### src/rtl/rotame_pkg.sv
// Shared types and constants for the rotation frame-buffer write path.
package rotame_pkg;

  localparam int unsigned ADDR_W = 28;

  typedef enum logic [3:0] {
    ROT_90  = 4'd1,
    ROT_180 = 4'd2,
    ROT_270 = 4'd4,
    ROT_0   = 4'd8
  } rot_mode_e;

  typedef enum logic [1:0] {
    IDLE,
    SETUP,
    ACTIVE,
    DRAIN
  } wr_state_e;

  // Anything other than a single valid one-hot code means "no rotation".
  function automatic rot_mode_e decode_mode(input logic [3:0] sel);
    case (sel)
      4'd1:    return ROT_90;
      4'd2:    return ROT_180;
      4'd4:    return ROT_270;
      default: return ROT_0;
    endcase
  endfunction

endpackage

### src/rtl/rotame_addr_fifo.sv
// Synchronous FIFO with a registered head copy; an entry leaves storage only on handshake.
module rotame_addr_fifo #(
  parameter int unsigned WIDTH = 44,
  parameter int unsigned DEPTH = 16
) (
  input  logic             clk_i,
  input  logic             rst_ni,
  input  logic             push_i,
  input  logic [WIDTH-1:0] wdata_i,
  output logic             push_ready_o,
  output logic             valid_o,
  input  logic             ready_i,
  output logic [WIDTH-1:0] rdata_o,
  output logic             empty_o
);

  localparam int unsigned PTR_W = $clog2(DEPTH);
  localparam int unsigned CNT_W = PTR_W + 1;

  logic [WIDTH-1:0] mem_q [DEPTH];
  logic [PTR_W-1:0] wr_ptr_q, rd_ptr_q, rd_ptr_d;
  logic [CNT_W-1:0] cnt_q, avail;
  logic             valid_q, pop, push_ok;
  logic [WIDTH-1:0] rdata_q;

  assign pop          = valid_q & ready_i;
  assign push_ready_o = (cnt_q != CNT_W'(DEPTH)) | pop;
  assign push_ok      = push_i & push_ready_o;
  // Entries already resident in storage after this cycle's pop; a same-cycle push is not yet readable.
  assign avail        = cnt_q - CNT_W'(pop);
  assign rd_ptr_d     = rd_ptr_q + PTR_W'(pop);

  always_ff @(posedge clk_i) begin
    if (push_ok) mem_q[wr_ptr_q] <= wdata_i;
  end

  always_ff @(posedge clk_i or negedge rst_ni) begin
    if (!rst_ni) begin
      cnt_q    <= '0;
      wr_ptr_q <= '0;
      rd_ptr_q <= '0;
      valid_q  <= 1'b0;
      rdata_q  <= '0;
    end else begin
      cnt_q    <= cnt_q + CNT_W'(push_ok) - CNT_W'(pop);
      wr_ptr_q <= wr_ptr_q + PTR_W'(push_ok);
      rd_ptr_q <= rd_ptr_d;
      valid_q  <= (avail != '0);
      if (avail != '0) rdata_q <= mem_q[rd_ptr_d];
    end
  end

  assign valid_o = valid_q;
  assign rdata_o = rdata_q;
  assign empty_o = (cnt_q == '0);

endmodule

### src/rtl/rotame_wr_addr_gen.sv
// Maps each incoming source pixel to its rotated frame-buffer address using
// incremental accumulators, and queues address/pixel pairs for the DDR3 writer.
module rotame_wr_addr_gen
  import rotame_pkg::*;
#(
  parameter logic [ADDR_W-1:0] BASE_ADDR  = 28'd0,
  parameter int unsigned       DATA_W     = 16,
  parameter int unsigned       FIFO_DEPTH = 16
) (
  input  logic              clk_wr,
  input  logic              rst_n,
  input  logic              wr_vsync,
  input  logic              wr_de,
  input  logic [DATA_W-1:0] wr_data,
  input  logic [3:0]        change_en,
  input  logic [10:0]       s_width,
  input  logic [10:0]       s_height,
  output logic              out_valid,
  input  logic              out_ready,
  output logic [ADDR_W-1:0] out_addr,
  output logic [DATA_W-1:0] out_data,
  output logic              frame_busy,
  output logic              overflow,
  output logic              frame_err
);

  wr_state_e         state_q, state_d;
  rot_mode_e         mode_q;
  logic              vs1_q, vs2_q, frame_start;
  logic              setup_cnt_q;
  logic [10:0]       w_q, h_q, x_q, y_q;
  logic [ADDR_W-1:0] p_q, addr_q, row_base_q, col_step_q, row_step_q;
  logic [ADDR_W-1:0] w_ext, h_ext, start_off, col_step, row_step;
  logic              overflow_q, frame_err_q;
  logic              px_take, err_set, load_geom, last_col, last_px;
  logic              push_ready, fifo_empty;

  assign frame_start = vs2_q & ~vs1_q;
  assign last_col    = (x_q == w_q - 11'd1);
  assign last_px     = last_col && (y_q == h_q - 11'd1);

  always_ff @(posedge clk_wr or negedge rst_n) begin
    if (!rst_n) state_q <= IDLE;
    else        state_q <= state_d;
  end

  always_comb begin
    state_d   = state_q;
    px_take   = 1'b0;
    err_set   = 1'b0;
    load_geom = 1'b0;
    case (state_q)
      IDLE: begin
        if (frame_start) state_d = SETUP;
        else if (wr_de)  err_set = 1'b1;
      end
      SETUP: begin
        if (wr_de) err_set = 1'b1;
        if (setup_cnt_q) begin
          if (w_q == '0 || h_q == '0) begin
            state_d = IDLE;
          end else begin
            state_d   = ACTIVE;
            load_geom = 1'b1;
          end
        end
      end
      ACTIVE: begin
        if (wr_de) begin
          px_take = 1'b1;
          if (last_px) state_d = DRAIN;
        end
      end
      DRAIN: begin
        if (wr_de)      err_set = 1'b1;
        if (fifo_empty) state_d = IDLE;
      end
      default: state_d = IDLE;
    endcase
    // A new frame start aborts whatever is in progress; the FIFO keeps its contents.
    if (frame_start) begin
      state_d   = SETUP;
      px_take   = 1'b0;
      err_set   = 1'b0;
      load_geom = 1'b0;
    end
  end

  always_comb begin
    w_ext     = {{(ADDR_W-11){1'b0}}, w_q};
    h_ext     = {{(ADDR_W-11){1'b0}}, h_q};
    start_off = '0;
    col_step  = ADDR_W'(1);
    row_step  = w_ext;
    case (mode_q)
      ROT_90: begin
        start_off = h_ext - ADDR_W'(1);
        col_step  = h_ext;
        row_step  = '1;
      end
      ROT_180: begin
        start_off = p_q - ADDR_W'(1);
        col_step  = '1;
        row_step  = '0 - w_ext;
      end
      ROT_270: begin
        start_off = p_q - h_ext;
        col_step  = '0 - h_ext;
        row_step  = ADDR_W'(1);
      end
      default: ;
    endcase
  end

  always_ff @(posedge clk_wr or negedge rst_n) begin
    if (!rst_n) begin
      vs1_q       <= 1'b0;
      vs2_q       <= 1'b0;
      setup_cnt_q <= 1'b0;
      mode_q      <= ROT_0;
      w_q         <= '0;
      h_q         <= '0;
      p_q         <= '0;
      x_q         <= '0;
      y_q         <= '0;
      addr_q      <= '0;
      row_base_q  <= '0;
      col_step_q  <= '0;
      row_step_q  <= '0;
      overflow_q  <= 1'b0;
      frame_err_q <= 1'b0;
    end else begin
      vs1_q       <= wr_vsync;
      vs2_q       <= vs1_q;
      setup_cnt_q <= (state_q == SETUP) && !setup_cnt_q && !frame_start;
      if (frame_start) begin
        w_q    <= s_width;
        h_q    <= s_height;
        mode_q <= decode_mode(change_en);
      end
      if (state_q == SETUP && !setup_cnt_q)
        p_q <= {{(ADDR_W-11){1'b0}}, w_q} * {{(ADDR_W-11){1'b0}}, h_q};
      if (load_geom) begin
        x_q        <= '0;
        y_q        <= '0;
        addr_q     <= BASE_ADDR + start_off;
        row_base_q <= BASE_ADDR + start_off;
        col_step_q <= col_step;
        row_step_q <= row_step;
      end else if (px_take) begin
        // Geometry advances even for dropped pixels so later addresses stay aligned.
        if (last_col) begin
          x_q        <= '0;
          y_q        <= y_q + 11'd1;
          row_base_q <= row_base_q + row_step_q;
          addr_q     <= row_base_q + row_step_q;
        end else begin
          x_q    <= x_q + 11'd1;
          addr_q <= addr_q + col_step_q;
        end
      end
      if (frame_start) begin
        overflow_q  <= 1'b0;
        frame_err_q <= 1'b0;
      end else begin
        if (err_set)                overflow_q  <= overflow_q;
        if (err_set)                frame_err_q <= 1'b1;
        if (px_take && !push_ready) overflow_q  <= 1'b1;
      end
    end
  end

  rotame_addr_fifo #(
    .WIDTH (ADDR_W + DATA_W),
    .DEPTH (FIFO_DEPTH)
  ) u_fifo (
    .clk_i        (clk_wr),
    .rst_ni       (rst_n),
    .push_i       (px_take),
    .wdata_i      ({addr_q, wr_data}),
    .push_ready_o (push_ready),
    .valid_o      (out_valid),
    .ready_i      (out_ready),
    .rdata_o      ({out_addr, out_data}),
    .empty_o      (fifo_empty)
  );

  assign frame_busy = (state_q != IDLE) | ~fifo_empty;
  assign overflow   = overflow_q;
  assign frame_err  = frame_err_q;

endmodule

### config.mk
export PLATFORM = sky130hd
export DESIGN_NAME = rotame_wr_addr_gen
export DESIGN_NICKNAME = d
export VERILOG_FILES = /design/src/rtl/rotame_pkg.sv /design/src/rtl/rotame_addr_fifo.sv /design/src/rtl/rotame_wr_addr_gen.sv
export SDC_FILE = /design/constraint.sdc
export NUM_CORES = 2
export LEC_CHECK = 0
export ABC_AREA = 1
export BUFFER_PORTS_ARGS = -buffer_cell sky130_fd_sc_hd__buf_2
export CAP_MARGIN = 10
export CORE_ASPECT_RATIO = 1.5
export CORE_MARGIN = 2
export CORE_UTILIZATION = 55
export CTS_BUF_LIST = sky130_fd_sc_hd__clkbuf_8 sky130_fd_sc_hd__clkbuf_16
export DETAILED_ROUTE_END_ITERATION = 10
export PLACE_DENSITY_LB_ADDON = 0.25
export SLEW_MARGIN = 20
export SYNTH_ARGS = -nofsm -noshare
export SYNTH_HDL_FRONTEND = slang
export SYNTH_SLANG_ARGS = --single-unit
### constraint.sdc
create_clock -name clk_wr -period 15.9 [get_ports clk_wr]
set_input_delay 3.18 -clock clk_wr [delete_from_list [all_inputs] [get_ports clk_wr]]
set_output_delay 3.18 -clock clk_wr [all_outputs]
set_load 0.005 [all_outputs]
# ---- After elaboration in Yosys (flattened, before gate mapping)
# Memory sizes are Yosys's and may differ from the RTL's. A register that Yosys moved wholly into a read port is not among the register bits.
# Cells that the tools add are included.
dict set report totals {
  regBits 203
  memories 1
  inputBits 47
  ramBits 704
  output_inout_bits 48
  elab_cells 122
}
# name words width read_ports rd_ports_with_merged_regs wr line
set mem_list {}
lappend mem_list {u_fifo.mem_q 16 44 1 1 1 rotame_addr_fifo.sv:20} ;# logic [WIDTH-1:0] mem_q [DEPTH];
dict set report classes {
  n_addsub 16
  eq_ne 17
  n_mux 38
  n_bitwise 7
  reduce_logical 22
  mul 1
}
# cell n
set ops {}
lappend ops {{28-bit one-hot mux with 3 select lines} 3}
lappend ops {{28-bit 2-to-1 mux} 6}
lappend ops {{11-bit 2-to-1 mux} 6}
lappend ops {{28-bit adder} 2}
lappend ops {{1-bit by 11-bit subtractor with 12-bit output (first input constant)} 2}
lappend ops {{22-bit by 1-bit subtractor with 23-bit output (second input constant)} 1}
lappend ops {{22-bit by 11-bit subtractor with 23-bit output} 1}
lappend ops {{11-bit by 1-bit adder with 11-bit output (second input constant)} 2}
lappend ops {{11-bit == test} 2}
lappend ops {{11-bit logical NOT} 2}
lappend ops {{11-bit by 11-bit multiplier with 22-bit output} 1}
lappend ops {{11-bit by 1-bit subtractor with 11-bit output (second input constant)} 2}
lappend ops {{1-bit 2-to-1 mux} 15}
lappend ops {{2-bit 2-to-1 mux} 6}
lappend ops {{3-bit != test (second input constant)} 4}
lappend ops {{4-bit one-hot mux with 3 select lines} 1}
lappend ops {{11-bit by 1-bit subtractor with 12-bit output (second input constant)} 1}
lappend ops {{2-bit nonzero test} 5}
lappend ops {{5-bit by 1-bit subtractor with 5-bit output} 2}
lappend ops {{4-bit by 1-bit adder with 4-bit output} 2}
lappend ops {{4-bit by 1-bit == test with 1-bit output (second input constant)} 2}
lappend ops {{4-bit by 2-bit == test with 1-bit output (second input constant)} 2}
lappend ops {{4-bit by 3-bit == test with 1-bit output (second input constant)} 2}
lappend ops {{2-bit one-hot mux with 3 select lines} 1}
lappend ops {{other kinds (17)} 28}

# ---- Longest topological paths before layout
dict set report depth {
  word_depth 8
  depth_mapped 25
  mapped_depth_nobuf 23
}

# ---- Modules after synthesis
# Synthesis repeated with hierarchy kept, for this count alone.
dict set report hier_totals {
  hier_cells 5055
  hier_area_um2 47478.0
}
# module n_inst cells_per_inst area_per_inst_um2 seq_area_each_um2
set by_module_without_submodules {}
lappend by_module_without_submodules {rotame_addr_fifo 1 2602 30715.7 22591.7}
lappend by_module_without_submodules {rotame_wr_addr_gen 1 2453 16762.3 3930.0}

# ---- Least setup slack after synthesis
# Ideal clock, no wire load.
dict set report synth_path {
  path_kind {input to register}
  startpoint {input wr_de}
  endpoint {memory u_fifo.mem_q[0][0] (enable)}
  arrival_time_ps 5672
  required_time_ps 15454
  stages 4
  setup_ps 446
  n_path_buf 0
  slack_ps 9782
  path_cell_list {nand3_1 > nor2_1 > nand3_1 > nor2_1}
}
dict set report synth_via {
  elab_chain_len 6
}
# item line
set synth_rtl {}
lappend synth_rtl {{start: declaration} rotame_wr_addr_gen.sv:13} ;# input logic wr_de,
lappend synth_rtl {{1-bit 2-to-1 mux} rotame_wr_addr_gen.sv:69} ;# if (wr_de) begin
lappend synth_rtl {{1-bit 2-to-1 mux} rotame_wr_addr_gen.sv:52} ;# case (state_q)
lappend synth_rtl {{1-bit 2-to-1 mux} rotame_wr_addr_gen.sv:81} ;# if (frame_start) begin
lappend synth_rtl {{1-bit AND} rotame_addr_fifo.sv:28} ;# assign push_ok = push_i & push_ready_o;
lappend synth_rtl {{1-bit 2-to-1 mux} rotame_addr_fifo.sv:34} ;# if (push_ok) mem_q[wr_ptr_q] <= wdata_i;
lappend synth_rtl {{1-bit 2-to-1 mux (not written as such)} rotame_addr_fifo.sv:34}
lappend synth_rtl {{end: declaration} rotame_addr_fifo.sv:20}
# No other way between the ends.

# ---- Final worst setup path
dict set report layout_path {
  startpoint {register w_q[7]}
  endpoint {register p_q[21]}
}
dict set report layout_via {
  elab_chain_len 1
}
# item line
set layout_rtl {}
lappend layout_rtl {{start: declaration} rotame_wr_addr_gen.sv:31} ;# logic [10:0] w_q, h_q, x_q, y_q;
lappend layout_rtl {{start signal: assignment} rotame_wr_addr_gen.sv:137} ;# w_q <= s_width;
lappend layout_rtl {{11-bit by 11-bit multiplier with 22-bit output} rotame_wr_addr_gen.sv:142} ;# p_q <= {{(ADDR_W-11){1'b0}}, w_q} * {{(ADDR_W-11){1'b0}}, h_q};
lappend layout_rtl {{end signal: assignment} rotame_wr_addr_gen.sv:142}
lappend layout_rtl {{end: declaration} rotame_wr_addr_gen.sv:32} ;# logic [ADDR_W-1:0] p_q, addr_q, row_base_q, col_step_q, row_step_q;
# No other way between the ends.
# A chain may end at the register's enable or synchronous reset.

==> flow_metrics.env <==
export IMPL_grt_ovfl_total=0
export IMPL_setup_tns_ns=0
export IMPL_vias_per_cell=5.91
export IMPL_yosys_area_share_simple=0.149
export IMPL_relSlewSlack=0.182
export IMPL_crit_chain="nand2_1, fa_1, fa_1, inv_1, fa_1, fa_1, inv_1, fa_1, inv_1, ha_1, inv_1, nor4_1, nand3_1, a31o_2, nand3_1, o21ai_0"
export IMPL_powerDensity_nw_per_um2=199
export IMPL_ios=95
export IMPL_rsz0062_at_grt="false"
export IMPL_synth_edf_count=704
export IMPL_antenna_found_initial=0
export IMPL_synth_top_area_cell="edfxtp_1"
export IMPL_crit_path_frequent_cell="fa_1"
export IMPL_maxCapViolCount=0
export IMPL_die_h_um=359
export IMPL_wirelength_um=125000
export IMPL_wl_per_cell_um=22.1
export IMPL_port_buffers=94
export IMPL_critical_path_slowest_cell="nor4_1"
export IMPL_ys_ff_latch=919
export IMPL_synthAdderAreaFrac=0.0744
export IMPL_initial_core_util=0.554
export IMPL_cts_sinks=919
export IMPL_cp_start_kind="flop"
export IMPL_finalHoldViolCount=0
export IMPL_ys_flop_type="edfxtp_1"
export IMPL_vias=33300
export IMPL_syn_num_nets=4717
export IMPL_grt_usage=0.290
export IMPL_yosysWarnings=0
export IMPL_max_stage_delay_ns=1.03
export IMPL_core_um2=83600
export IMPL_die_w_um=241
export IMPL_worst_ep_arrival_time_ns=6.74
export IMPL_first_pass_iters=5
export IMPL_grt_max_degree=169
export IMPL_status="completed"
export IMPL_n_antenna_cell=0
export IMPL_gp_congestion=0.973
export IMPL_p_total_uw=10100
export IMPL_synth_compound_area_frac=0.117
export IMPL_async_flop_share=0.234
export IMPL_finalCritPeriodShare=0.390
export IMPL_fill_cells=6931
export IMPL_setup_violations=0
export IMPL_synth_area_um2=46300
export IMPL_vdd_drop_max_v=0.000222
export IMPL_nets=4713
export IMPL_ys_seq_area_frac=0.573
export IMPL_fp_row_count=130
export IMPL_drt_iter0_drc=2601
export IMPL_hpwl_um=77900
export IMPL_hold_buffers=0
export IMPL_synth_xor_area_frac=0.0166
export IMPL_drc=0
export IMPL_ant_nets=0
export IMPL_worst_slew_pin_slew_ns=1.22
export IMPL_cp_required_ns=16.44
export IMPL_clock_fmax_mhz=161
export IMPL_crit_fanout=17
export IMPL_dieArea_um2=86600
export IMPL_synth_area_mux_share=0.0190
export IMPL_syn_inst=4445
export IMPL_ys_types=65
export IMPL_final_util=0.605
export IMPL_cp_end_kind="flop"
export IMPL_area_growth_pct=9.15
export IMPL_cts_tree="built"
export IMPL_maxSlewViolCount=0
export IMPL_cts_inserted_buffers=83
export IMPL_avgSynthCellArea_um2=10.4
export IMPL_critical_path_class="flop to flop"
export IMPL_clk_pin_slew_ns=0.06
export IMPL_grt_pass1_vias=33500
export IMPL_postCtsSetupRepairBufs=0
export IMPL_finClkSkew_ns=0.0340
export IMPL_clock_latency_ns=0.66
export IMPL_synth_top_cell_area_share=0.456
export IMPL_fin_crit_ns=6.20
export IMPL_min_path_type="flop to flop"
export IMPL_grt_pass1_wl_um=189000
export IMPL_cellLeakagePower_uw=0.0205
export IMPL_cts_root_buf="clkbuf_16"
export IMPL_postCtsResizedCells=0
export IMPL_h_tree_depth=3
export IMPL_synth_top_family_by_area="simple AND/OR/NAND/NOR gates"
export IMPL_drive_gt1_frac=0.0816
export IMPL_ys_top_cells_by_area="edfxtp_1 46%, dfrtp_1 12%, nand2_1 8.4%"
export IMPL_ctsLongestPathBuffers=3
-- power breakdown --
part           switching, uW  internal (uW)
Clock                    902           1140
Sequential               368           2990
Combinational           3060           1590
Total                   4330           5720
-- layout make-up --
cell class,count,area [um^2],share of cell area
flip-flops and latches,919,26500,0.525
multi-input cells,2913,17600,0.347
clock buffers,85,2100,0.0416
inverters,386,1460,0.0289
well taps,1122,1400,0.0278
repair buffers,138,811,0.0160
clock inverters,69,693,0.0137
-- synth_stat cells (5+ instances only) --
library cell and n:
a21oi_1 215, nand3_2 13, nand3_1 145, or2_2 17, edfxtp_1 704, o211ai_1 90, dfrtp_1 214, o21ai_0 235
o21ai_1 10, fa_1 84, mux2i_1 88, inv_1 378, xnor2_1 23, o22ai_1 11, a31oi_1 49, buf_1 16
clkbuf_1 177, buf_2 25, nor2_1 337, nand2_1 1033, o21bai_1 8, nor2_2 10, nand3b_1 6, nor4_1 7
o21a_1 15, a21o_1 9, o221ai_1 91, a32oi_1 89, xor2_1 62, o21ai_2 5, ha_1 141, buf_6 6
nand4_1 38, nor3_1 40
-- registers in the layout, indices dropped and copies added (netlist names), 12 cells and up --
| register | flops |
|---|---|
| addr_q | 28 |
| p_q | 22 |
| col_step_q | 12 |
| u_fifo.mem_q | 704 |
| row_step_q | 12 |
| row_base_q | 28 |
| u_fifo.rdata_o | 44 |
-- cell usage in the layout, fill, tap and decap left out, types with 8 or more instances in the layout --
cell       instances
nand2_1         1033
o21ai_0          235
bufinv_16         10
nor2_1           320
nand3_2           13
or2_2             17
o221ai_1          91
o22ai_1           11
xnor2_1           21
clkinv_2          25
nand4_1           38
inv_1            390
nor2_2            10
a31oi_1           49
buf_2             93
o21bai_1           8
clkbuf_16         83
ha_1             139
xor2_1            62
edfxtp_1         704
fa_1              84
buf_4             44
a21o_1             9
nor3_1            40
a21oi_1          215
o21ai_1           10
o211ai_1          90
nor2_4            20
nand3_1          145
a32oi_1           89
o21a_1            15
dfrtp_1          214
mux2i_1           88
-- worst paths after layout --
check / startpoint / to / slack (ns) / cells after the start
hold reg to reg: vs1_q / vs2_q / 0.44 / 0
setup reg to reg: w_q[7] / p_q[21] / 9.70 / 16
hold / removal: vs1_q / vs2_q / 0.44 / 0
min in group asynchronous: rst_n / row_base_q[26] / 2.63 / 1
max in group asynchronous: rst_n / y_q[6] / 10.88 / 3
setup / recovery: w_q[7] / p_q[21] / 9.70 / 16
-- critical path: cells and delay by family (launching register included) --
family                   cells  cell delay (ns)
adder cells (fa/ha/maj)      6             2.92
AND/OR/NAND/NOR              4             1.55
flip-flops                   1             1.00
AO/OA/AOI/OAI                2             0.41
buffers and inverters        4             0.22
-- stage by stage --
step / worst slack [ns] / instances / instance area [um^2] / hold slack (ns)
4_1_cts: 9.69 / 5632 / 50600 / 0.436
3_5_place_dp: 9.25 / 5478 / 47800 / 0.423
5_1_grt: 9.59 / 5632 / 50600 / 0.451
6_report: 9.70 / 5632 / 50600 / 0.436
3_3_place_gp: 9.40 / 5478 / 47800 / 0.416
2_1_floorplan: 9.78 / 4445 / 46300 / 0.354
-- kinds of logic (layout without fill, tap and decap cells) --
kind of cell | count (synthesis) | after routing
compound gates | 849 | 849
simple gates | 1665 | 1665
flops | 919 | 919
buf+inv | 613 | 678
mux | 88 | 88
xor+xnor | 86 | 86
fa+ha+maj | 225 | 225
-- layer usage --
metal  share of wire  vias up  GRT usage
met5               0        -          0
met4           0.069        0      0.183
met3           0.047      394     0.0314
met2            0.53     1124      0.525
met1            0.36    16200      0.319
li1                -    15500          -
Power figures use the tool's default switching activity.
